`config.mk`:
```
export PLATFORM = sky130hd
export DESIGN_NAME = input_conditioner_flat
export DESIGN_NICKNAME = d
export VERILOG_FILES = /design/src/rtl/input_conditioner_pkg.sv /design/src/rtl/input_conditioner_if.sv /design/src/rtl/sync_debounce.sv /design/src/rtl/input_conditioner.sv /design/src/flat_wrapper.sv
export SDC_FILE = /design/constraint.sdc
export NUM_CORES = 1
export LEC_CHECK = 0
export CAP_MARGIN = 5
export CORE_ASPECT_RATIO = 1.75
export CORE_MARGIN = 10
export CORE_UTILIZATION = 62
export CTS_BUF_LIST = sky130_fd_sc_hd__clkbuf_4
export DETAILED_ROUTE_END_ITERATION = 8
export PLACE_DENSITY = 0.82
export SYNTH_ARGS = -nofsm -noshare
export SYNTH_HDL_FRONTEND = slang
export SYNTH_SLANG_ARGS = --single-unit
```
`constraint.sdc`:
```
create_clock -name clk -period 2.3 [get_ports clk]
set_clock_uncertainty 0.15 [all_clocks]
set_input_delay 0.23 -clock clk [delete_from_list [all_inputs] [get_ports clk]]
set_output_delay 0.23 -clock clk [all_outputs]
set_load 0.01 [all_outputs]
```
`src/rtl/input_conditioner_pkg.sv`:
```
// Shared constants and button FSM encoding for the input conditioner.
package input_conditioner_pkg;

  localparam int CLK_HZ = 50_000_000;
  // 10 ms of stable input at the system clock rate.
  localparam int DEBOUNCE_CYCLES_DEFAULT = CLK_HZ / 100;
  localparam int SYNC_STAGES_DEFAULT = 2;

  typedef enum logic [1:0] {
    RELEASED     = 2'd0,
    PRESS_WAIT   = 2'd1,
    PRESSED      = 2'd2,
    RELEASE_WAIT = 2'd3
  } btn_state_e;

endpackage

```
`src/rtl/input_conditioner_if.sv`:
```
// Raw pushbutton/switch inputs and their conditioned outputs, grouped as one bundle.
interface input_conditioner_if;
  // No valid/ready handshake: raw inputs are asynchronous levels, and every
  // output is a registered level or a single-cycle pulse in the clk domain.
  logic       start_button;
  logic [1:0] switch_raw;
  logic       start_pulse;
  logic       start_level;
  logic [1:0] switch_stable;
  logic       mode_change;

  modport master (
    output start_button,
    output switch_raw,
    input  start_pulse,
    input  start_level,
    input  switch_stable,
    input  mode_change
  );

  modport slave (
    input  start_button,
    input  switch_raw,
    output start_pulse,
    output start_level,
    output switch_stable,
    output mode_change
  );
endinterface

```
`src/rtl/sync_debounce.sv`:
```
// Multi-flop synchronizer followed by a candidate register and a saturating
// stability counter; commit_o flags the cycle a new value has been stable long enough.
module sync_debounce #(
  parameter int               WIDTH           = 1,
  parameter int               SYNC_STAGES     = 2,
  parameter int               DEBOUNCE_CYCLES = 4,
  parameter logic [WIDTH-1:0] RESET_VAL       = '0
) (
  input  logic             clk,
  input  logic             rst_n,
  input  logic [WIDTH-1:0] raw_i,
  input  logic [WIDTH-1:0] ref_i,
  output logic [WIDTH-1:0] synced_o,
  output logic             commit_o
);

  localparam int            CW      = $clog2(DEBOUNCE_CYCLES);
  localparam logic [CW-1:0] CNT_MAX = CW'(DEBOUNCE_CYCLES - 1);

  logic [WIDTH-1:0] sync_q [SYNC_STAGES];
  logic [WIDTH-1:0] cand_q, cand_d;
  logic [CW-1:0]    cnt_q, cnt_d;
  logic             commit;

  assign synced_o = sync_q[SYNC_STAGES-1];
  assign commit_o = commit;

  always_ff @(posedge clk or negedge rst_n) begin
    if (!rst_n) begin
      for (int i = 0; i < SYNC_STAGES; i++) sync_q[i] <= RESET_VAL;
    end else begin
      sync_q[0] <= raw_i;
      for (int i = 1; i < SYNC_STAGES; i++) sync_q[i] <= sync_q[i-1];
    end
  end

  // While the input matches the reference the candidate tracks the reference,
  // so any departure always starts a fresh count from zero.
  always_comb begin
    cand_d = cand_q;
    cnt_d  = cnt_q;
    commit = 1'b0;
    if (synced_o == ref_i) begin
      cand_d = ref_i;
      cnt_d  = '0;
    end else if (synced_o != cand_q) begin
      cand_d = synced_o;
      cnt_d  = '0;
    end else if (cnt_q == CNT_MAX) begin
      commit = 1'b1;
      cnt_d  = '0;
    end else begin
      cnt_d = cnt_q + CW'(1);
    end
  end

  always_ff @(posedge clk or negedge rst_n) begin
    if (!rst_n) begin
      cand_q <= RESET_VAL;
      cnt_q  <= '0;
    end else begin
      cand_q <= cand_d;
      cnt_q  <= cnt_d;
    end
  end

endmodule

```
`src/rtl/input_conditioner.sv`:
```
// Debounces the active-low start button (press FSM + pulse) and the 2-bit mode switches.
module input_conditioner
  import input_conditioner_pkg::*;
#(
  parameter int DEBOUNCE_CYCLES = DEBOUNCE_CYCLES_DEFAULT,
  parameter int SYNC_STAGES     = SYNC_STAGES_DEFAULT
) (
  input  logic                 clk,
  input  logic                 rst_n,
  input_conditioner_if.slave   io,
  output btn_state_e           btn_state_o
);

  logic       btn_synced, btn_commit, btn_ref;
  logic [1:0] sw_synced;
  logic       sw_commit;

  btn_state_e state_q;
  logic       start_pulse_q, start_level_q;
  logic [1:0] switch_stable_q;
  logic       mode_change_q;

  // Reference is the raw level of the debounced state: 1 while released, 0 while pressed.
  assign btn_ref = ~start_level_q;

  sync_debounce #(
    .WIDTH           (1),
    .SYNC_STAGES     (SYNC_STAGES),
    .DEBOUNCE_CYCLES (DEBOUNCE_CYCLES),
    .RESET_VAL       (1'b1)
  ) u_btn (
    .clk      (clk),
    .rst_n    (rst_n),
    .raw_i    (io.start_button),
    .ref_i    (btn_ref),
    .synced_o (btn_synced),
    .commit_o (btn_commit)
  );

  sync_debounce #(
    .WIDTH           (2),
    .SYNC_STAGES     (SYNC_STAGES),
    .DEBOUNCE_CYCLES (DEBOUNCE_CYCLES),
    .RESET_VAL       (2'b00)
  ) u_sw (
    .clk      (clk),
    .rst_n    (rst_n),
    .raw_i    (io.switch_raw),
    .ref_i    (switch_stable_q),
    .synced_o (sw_synced),
    .commit_o (sw_commit)
  );

  always_ff @(posedge clk or negedge rst_n) begin
    if (!rst_n) begin
      state_q       <= RELEASED;
      start_pulse_q <= 1'b0;
      start_level_q <= 1'b0;
    end else begin
      start_pulse_q <= 1'b0;
      case (state_q)
        RELEASED: begin
          if (!btn_synced) state_q <= PRESS_WAIT;
        end
        PRESS_WAIT: begin
          if (btn_synced) begin
            state_q <= RELEASED;
          end else if (btn_commit) begin
            state_q       <= PRESSED;
            start_pulse_q <= 1'b1;
            start_level_q <= 1'b1;
          end
        end
        PRESSED: begin
          if (btn_synced) state_q <= RELEASE_WAIT;
        end
        RELEASE_WAIT: begin
          if (!btn_synced) begin
            state_q <= PRESSED;
          end else if (btn_commit) begin
            state_q       <= RELEASED;
            start_level_q <= 1'b0;
          end
        end
        default: state_q <= RELEASED;
      endcase
    end
  end

  always_ff @(posedge clk or negedge rst_n) begin
    if (!rst_n) begin
      switch_stable_q <= 2'b00;
      mode_change_q   <= 1'b0;
    end else begin
      mode_change_q <= sw_commit;
      if (sw_commit) switch_stable_q <= sw_synced;
    end
  end

  assign io.start_pulse   = start_pulse_q;
  assign io.start_level   = start_level_q;
  assign io.switch_stable = switch_stable_q;
  assign io.mode_change   = mode_change_q;
  assign btn_state_o      = state_q;

endmodule

```
`src/flat_wrapper.sv`:
```
// flat-port wrapper written by rule: the top's interface ports become plain ports
module input_conditioner_flat import input_conditioner_pkg::*;
#(
  parameter int DEBOUNCE_CYCLES = DEBOUNCE_CYCLES_DEFAULT,
  parameter int SYNC_STAGES     = SYNC_STAGES_DEFAULT
)
  (clk, rst_n, btn_state_o, io_start_button, io_switch_raw, io_start_pulse, io_start_level, io_switch_stable, io_mode_change);
  input_conditioner_if io_i ();
  input  logic clk;
  input  logic rst_n;
  output btn_state_e btn_state_o;
  input wire logic [$bits(io_i.start_button)-1:0] io_start_button;
  input wire logic [$bits(io_i.switch_raw)-1:0] io_switch_raw;
  output wire logic [$bits(io_i.start_pulse)-1:0] io_start_pulse;
  output wire logic [$bits(io_i.start_level)-1:0] io_start_level;
  output wire logic [$bits(io_i.switch_stable)-1:0] io_switch_stable;
  output wire logic [$bits(io_i.mode_change)-1:0] io_mode_change;
  assign io_i.start_button = io_start_button;
  assign io_i.switch_raw = io_switch_raw;
  assign io_start_pulse = io_i.start_pulse;
  assign io_start_level = io_i.start_level;
  assign io_switch_stable = io_i.switch_stable;
  assign io_mode_change = io_i.mode_change;
  input_conditioner #(.DEBOUNCE_CYCLES(DEBOUNCE_CYCLES), .SYNC_STAGES(SYNC_STAGES)) u_core (.clk(clk), .rst_n(rst_n), .io(io_i), .btn_state_o(btn_state_o));
endmodule
```
* Word-level counts from Yosys, hierarchy flattened *
Index checks and enable logic that the tools add are counted.

word-level totals
  bits in registers = 54
  input bits = 5
  output and inout port bits = 7
  logic and storage cells = 70

cells by class
  add/sub/neg operators = 2
  eq/ne operators = 17
  muxes and demuxes = 31
  reduce and logical (&&, ||, !) cells = 6
  bitwise operators = 1

operator list
  operator                 count
  $mux W19                 6
  $add A19 B1 Y19 const B  2
  $eq A19 B19 Y1 const B   2
  $mux W2                  8
  $mux W1                  15
  $ne A2 B2 Y1 const B     4
  $pmux W2 S4              1
  $ne A3 B2 Y1 const B     2
  $reduce_bool A2 Y1       3
  $reduce_and A5 Y1        1
  $eq A2 B2 Y1 const B     2
  $ne A2 B1 Y1 const B     2
  $reduce_and A4 Y1        1
  $eq A2 B1 Y1 const B     1
  $eq A2 B2 Y1             1
  $logic_not A2 Y1         1
  $ne A2 B2 Y1             1
  $pmux W1 S2              1
  $eq A1 B1 Y1             1
  $ne A1 B1 Y1             1
  $not A1 Y1               1

* Depth between registers and ports, before layout *
  depth in word-level cells = 7
  depth in mapped cells = 7
  depth with buffers taken out = 5

* Modules after synthesis *
A second synthesis with hierarchy kept.

unflattened totals
  cells, all modules = 248
  area total of the unflattened synthesis = 2595.0 um2

modules (own cells, without submodules)
  module                         cells an instance  times used  area an instance (um2)  seq. area each (um2)
  sync_debounce at u_core.u_sw   117                1           1231.2                  625.6
  sync_debounce at u_core.u_btn  113                1           1104.8                  554.3
  input_conditioner              18                 1           259.0                   175.2

* Least setup slack after synthesis *
OpenSTA, ideal clock, no wires.

  path kind = register -> register
  start = register u_core.u_btn.cnt_q[0]
  end = register u_core.start_level_q (netlist: u_core.io.start_level)
  setup time = 0.131 ns
  arrival time = 1.792 ns
  stages on the path, launching flop included = 6
  period minus slack after synthesis = 2.073 ns
  buffers on the path = 0
  required time = 2.019 ns
  setup slack = 0.227 ns
  cell sequence = dfrtp_1 > ha_1 > nand3_2 > or4_4 > o31a_1 > or3_1

between the ends
  word-level cells in the longest chain between the ends = 6
  elaborated cells between the ends (all ways) = 7
  classes of those cells = eq/ne (3); mux (3); reduce/logical (1)

RTL lines
  element                        line                     text
  start, declared                sync_debounce.sv:22      logic [CW-1:0] cnt_q, cnt_d;
  start signal, assigned         sync_debounce.sv:63      cnt_q <= cnt_d;
  $eq A19 B19 Y1 *               sync_debounce.sv:49      end else if (cnt_q == CNT_MAX) begin
  $mux W1 *                      sync_debounce.sv:49
  $mux W1 *                      sync_debounce.sv:46      end else if (synced_o != cand_q) begin
  $mux W1 *                      sync_debounce.sv:43      if (synced_o == ref_i) begin
  $ne A2 B1 Y1 (no line)         n/a
  $reduce_and A5 Y1 (no line) *  n/a
  end signal, assigned           input_conditioner.sv:58  start_level_q <= 1'b0;
  end signal, assigned           input_conditioner.sv:71  start_level_q <= 1'b1;
  end signal, assigned           input_conditioner.sv:82  start_level_q <= 1'b0;
  end, declared                  input_conditioner.sv:19  logic start_pulse_q, start_level_q;

Every way passes the cells marked *; elsewhere a longest branch is shown, timed or not.
A chain may end at the register's enable or synchronous reset.

* Worst setup path in the final report *
  start = register u_core.u_btn.cnt_q[0]
  end = register u_core.u_btn.cnt_q[18]

between the ends
  word-level cells in the longest chain between the ends = 4
  elaborated cells between the ends (all ways) = 5
  classes of those cells = add/sub (1); eq/ne (1); mux (3)

RTL lines
  element                                            line
  $add A19 B1 Y19 or $eq A19 B19 Y1 (tied branches)  sync_debounce.sv:53, sync_debounce.sv:49
  $mux W19 *                                         sync_debounce.sv:49
  $mux W19 *                                         sync_debounce.sv:46
  $mux W19 *                                         sync_debounce.sv:43
  via u_core.u_btn.cnt_d[18]                         sync_debounce.sv:22

The timed path passes the listed nets; every way through them passes the cells marked *.

==> run summary <==
Outcome = complete, no violations
Setup total negative slack = 0 ns
RSZ-0062 raised after global routing = false
Clk buf depth = 2
Synth top area cells = dfrtp_1 (51%), xnor2_1 (5.9%), nor2_1 (4.9%)
Detail Route Antenna Nets = 0
Syn_nets = 249
Fmax achieved = 0.470 GHz
R2r startpoint = u_core.u_btn.cnt_q[0]$_DFF_PN0_
CORE AREA = 3900 µm²
Slew HR = 45.1%
Crit share post-route = 92.5%
Slew @ Worst Pin = 0.823 ns
Setup ws final = 0.171 ns
Per-cell routed wire length = 14.7 µm
Power Density = 564 nW/µm²
CP required = 2.46 ns
I/O pins = 12
Die H = 104 µm
Worst-path clk slew = 0.15 ns
Min-Delay Endpoint = u_core.u_btn.sync_q[1]$_DFF_PN1_
#FFs+latches synth = 54
Maximum VDD drop = 503 µV
Drt via density = 5.78
R2R Path End = u_core.u_btn.cnt_q[18]$_DFF_PN0_
EDFF count, synth = 0
Synth-to-Final Area Change = 11.1%
Total grt overflow = 0
HP Class = input port to flip-flop
Antenna violations before repair = 0
Final setup viols = 0
Crit path kind = flip-flop to flip-flop
Max Slew Vio Count = 0
Crit path max-delay family = simple AND/OR/NAND/NOR gates
Die Wd = 68.2 µm
Number of DRC markers in iteration 0 = 108
Post-synth top cells = dfrtp_1 (51), nor2_1 (33), xnor2_1 (17), nand3_1 (14)
R2r setup slk = 0.17 ns
Post-detail-place hpwl = 3390 µm
Post-synthesis sequential area ratio = 53.7%
Number of global-route vias before repair = 1866
Tot GR Track Use = 14.5%
Clock sink count = 54
Port bufs = 11
Nets = 269
CP Buf/Inv Count = 1
Remaining DRCs = 0
Crit path max-delay cell type = or3_1
Met2 Wirelength = 2600 µm
Post-Syn Area = 2520 µm²
Critical Path Max Stage Delay = 0.44 ns
First-pass DRT Iterations = 4
Full die area = 7120 µm²
Crit path arrival time = 2.29 ns
CTS tree = yes
DR top layer = met4
Post-Syn Area per Cell = 10.5 µm²
Crit Path Max Fanout = 6
Final GP Congestion = 0.781
# rows = 30
Hold Violations, Final = 0
Largest net degree at the start of global routing = 39
Routed WL = 4550 µm
Dpl ws = 0.211 ns
Synthesis Warnings = 0
Clk_lat worst skew = 0.37 ns
Worst setup SP type = flip-flop
Pleak = 1.09 nW
CP cell instances = ha_1 -> nand3_2 -> buf_4 -> or3_1 -> or4_1 -> a21oi_1
Min-delay src = io_start_button
Mapped Cells = 240
First-pass GRT wire length = 8270 µm
Via count = 1785
H-tree depth = 2
# Max-Cap Violations = 0
Metal-1 WL = 1720 µm
Ys flop type = dfrtp_1
Crit path time final = 2.13 ns
Starting Density = 64.6%
Synth cell types = 40
R2R depth = 6
WHS Path Cells = 1
Asr flop ratio synth = 100%
Share of the synthesized area in the top cell type = 50.6%
N_diodes = 0
Post-CTS Setup Bufs = 0
Met3 routed WL = 84 µm
Area leader, netlist = dfrtp_1
Root Driver = clkbuf_4
Share of layout cells above drive strength 1 = 11.5%
Cts bufs inserted = 5
Most frequent cell after synthesis = dfrtp_1
Crit end category = flip-flop
## report_power, final
part	switching [mW]	leakage (nW)	internal [mW]
Clock	0.282	0.0450	0.226
Combinational	0.0564	0.324	0.0324
Sequential	0.0145	0.726	0.970
## worst reg2reg max path, delay by kind of cell (launching register included)
kind	cells	cell delay, ns
AND/OR/NAND/NOR	3	0.95
AO/OA/AOI/OAI	1	0.17
flip-flops	1	0.42
buffers and inverters	1	0.16
adder cells (fa/ha/maj)	1	0.23
## how the worst max path moves through the flow
| stage | start | end | slack, ns | cells past startpoint |
|---|---|---|---|---|
| 4_1_cts | u_core.u_btn.cnt_q[0]$_DFF_PN0_ | u_core.u_btn.cnt_q[18]$_DFF_PN0_ | 0.17 | 6 |
| 6_report | u_core.u_btn.cnt_q[0]$_DFF_PN0_ | u_core.u_btn.cnt_q[18]$_DFF_PN0_ | 0.17 | 6 |
| 3_3_place_gp | u_core.u_btn.cnt_q[11]$_DFF_PN0_ | u_core.io.start_level$_DFFE_PN0P_ | 0.26 | 4 |
| 3_5_place_dp | u_core.u_btn.cnt_q[0]$_DFF_PN0_ | u_core.u_btn.cnt_q[18]$_DFF_PN0_ | 0.21 | 6 |
| 2_1_floorplan | u_core.u_btn.cnt_q[0]$_DFF_PN0_ | u_core.io.start_level$_DFFE_PN0P_ | 0.23 | 5 |
| 5_1_grt | u_core.u_btn.cnt_q[0]$_DFF_PN0_ | u_core.u_btn.cnt_q[18]$_DFF_PN0_ | 0.08 | 6 |
## state kept, by name, indices dropped and copies added (netlist names), 2 cells and up, named ones only
name,count
u_core.u_btn.cnt_q,19
u_core.u_sw.synced_o,2
u_core.u_sw.sync_q,2
u_core.u_sw.cnt_q,19
u_core.u_sw.cand_q,2
u_core.io.switch_stable,2
## final cells by class
cell class / instances / area (µm²)
Tap cell: 48 / 60.1
Clock buffer: 5 / 37.5
Clock inverter: 3 / 40.0
Sequential cell: 54 / 1360
Inverter: 8 / 30.0
Timing Repair Buffer: 20 / 175
Multi-Input combinational cell: 171 / 1100
Fill cell: 302 / 1100
## metrics by stage
step / cells / hold WS (ns) / utilization (%) / power [mW] / area, µm²
floorplan: 240 / -0.216 / - / 1.05 / 2520
global placement: 300 / 0.184 / 69.6 / 1.09 / 2720
detailed placement: 300 / 0.185 / 69.6 / 1.09 / 2720
CTS: 309 / 0.0867 / 71.8 / 1.60 / 2800
global route: 309 / 0.0950 / 71.8 / 1.65 / 2800
finish: 309 / 0.107 / 71.8 / 1.58 / 2800
## kinds of logic after synthesis
kind of cell    synth area share [%]
compound gates                  6.60
xor+xnor                        10.1
fa+ha+maj                       1.98
buf+inv                         2.48
flops                           53.7
mux                             1.29
simple gates                    23.9
## cell usage in the layout, fill, tap and decap left out, drive strengths merged, types with 5 or more instances in the layout
cell	count
xor2	12
clkbuf	5
nor2	33
and4	5
a21oi	12
dfrtp	51
xnor2	17
clkdlybuf4s50	10
o21ai	9
inv	8
nand2	11
buf	9
nand3	15
nor4	6
nand4	8
or3	11
## layer usage
layer	up-vias	global-route usage (%)
met2	22	25.1
met4	0	7.37
li1	885	-
met5	-	0
met3	11	3.13
met1	867	15.5
## timing repair
action | 4_1_cts | 5_1_grt
hold buffers | 1 | 0
gates resized for setup | 0 | 0
hold endpoints to repair | 33 | 0
setup endpoints to repair | 0 | 0
Note: power is estimated with default switching activity, not from simulation.
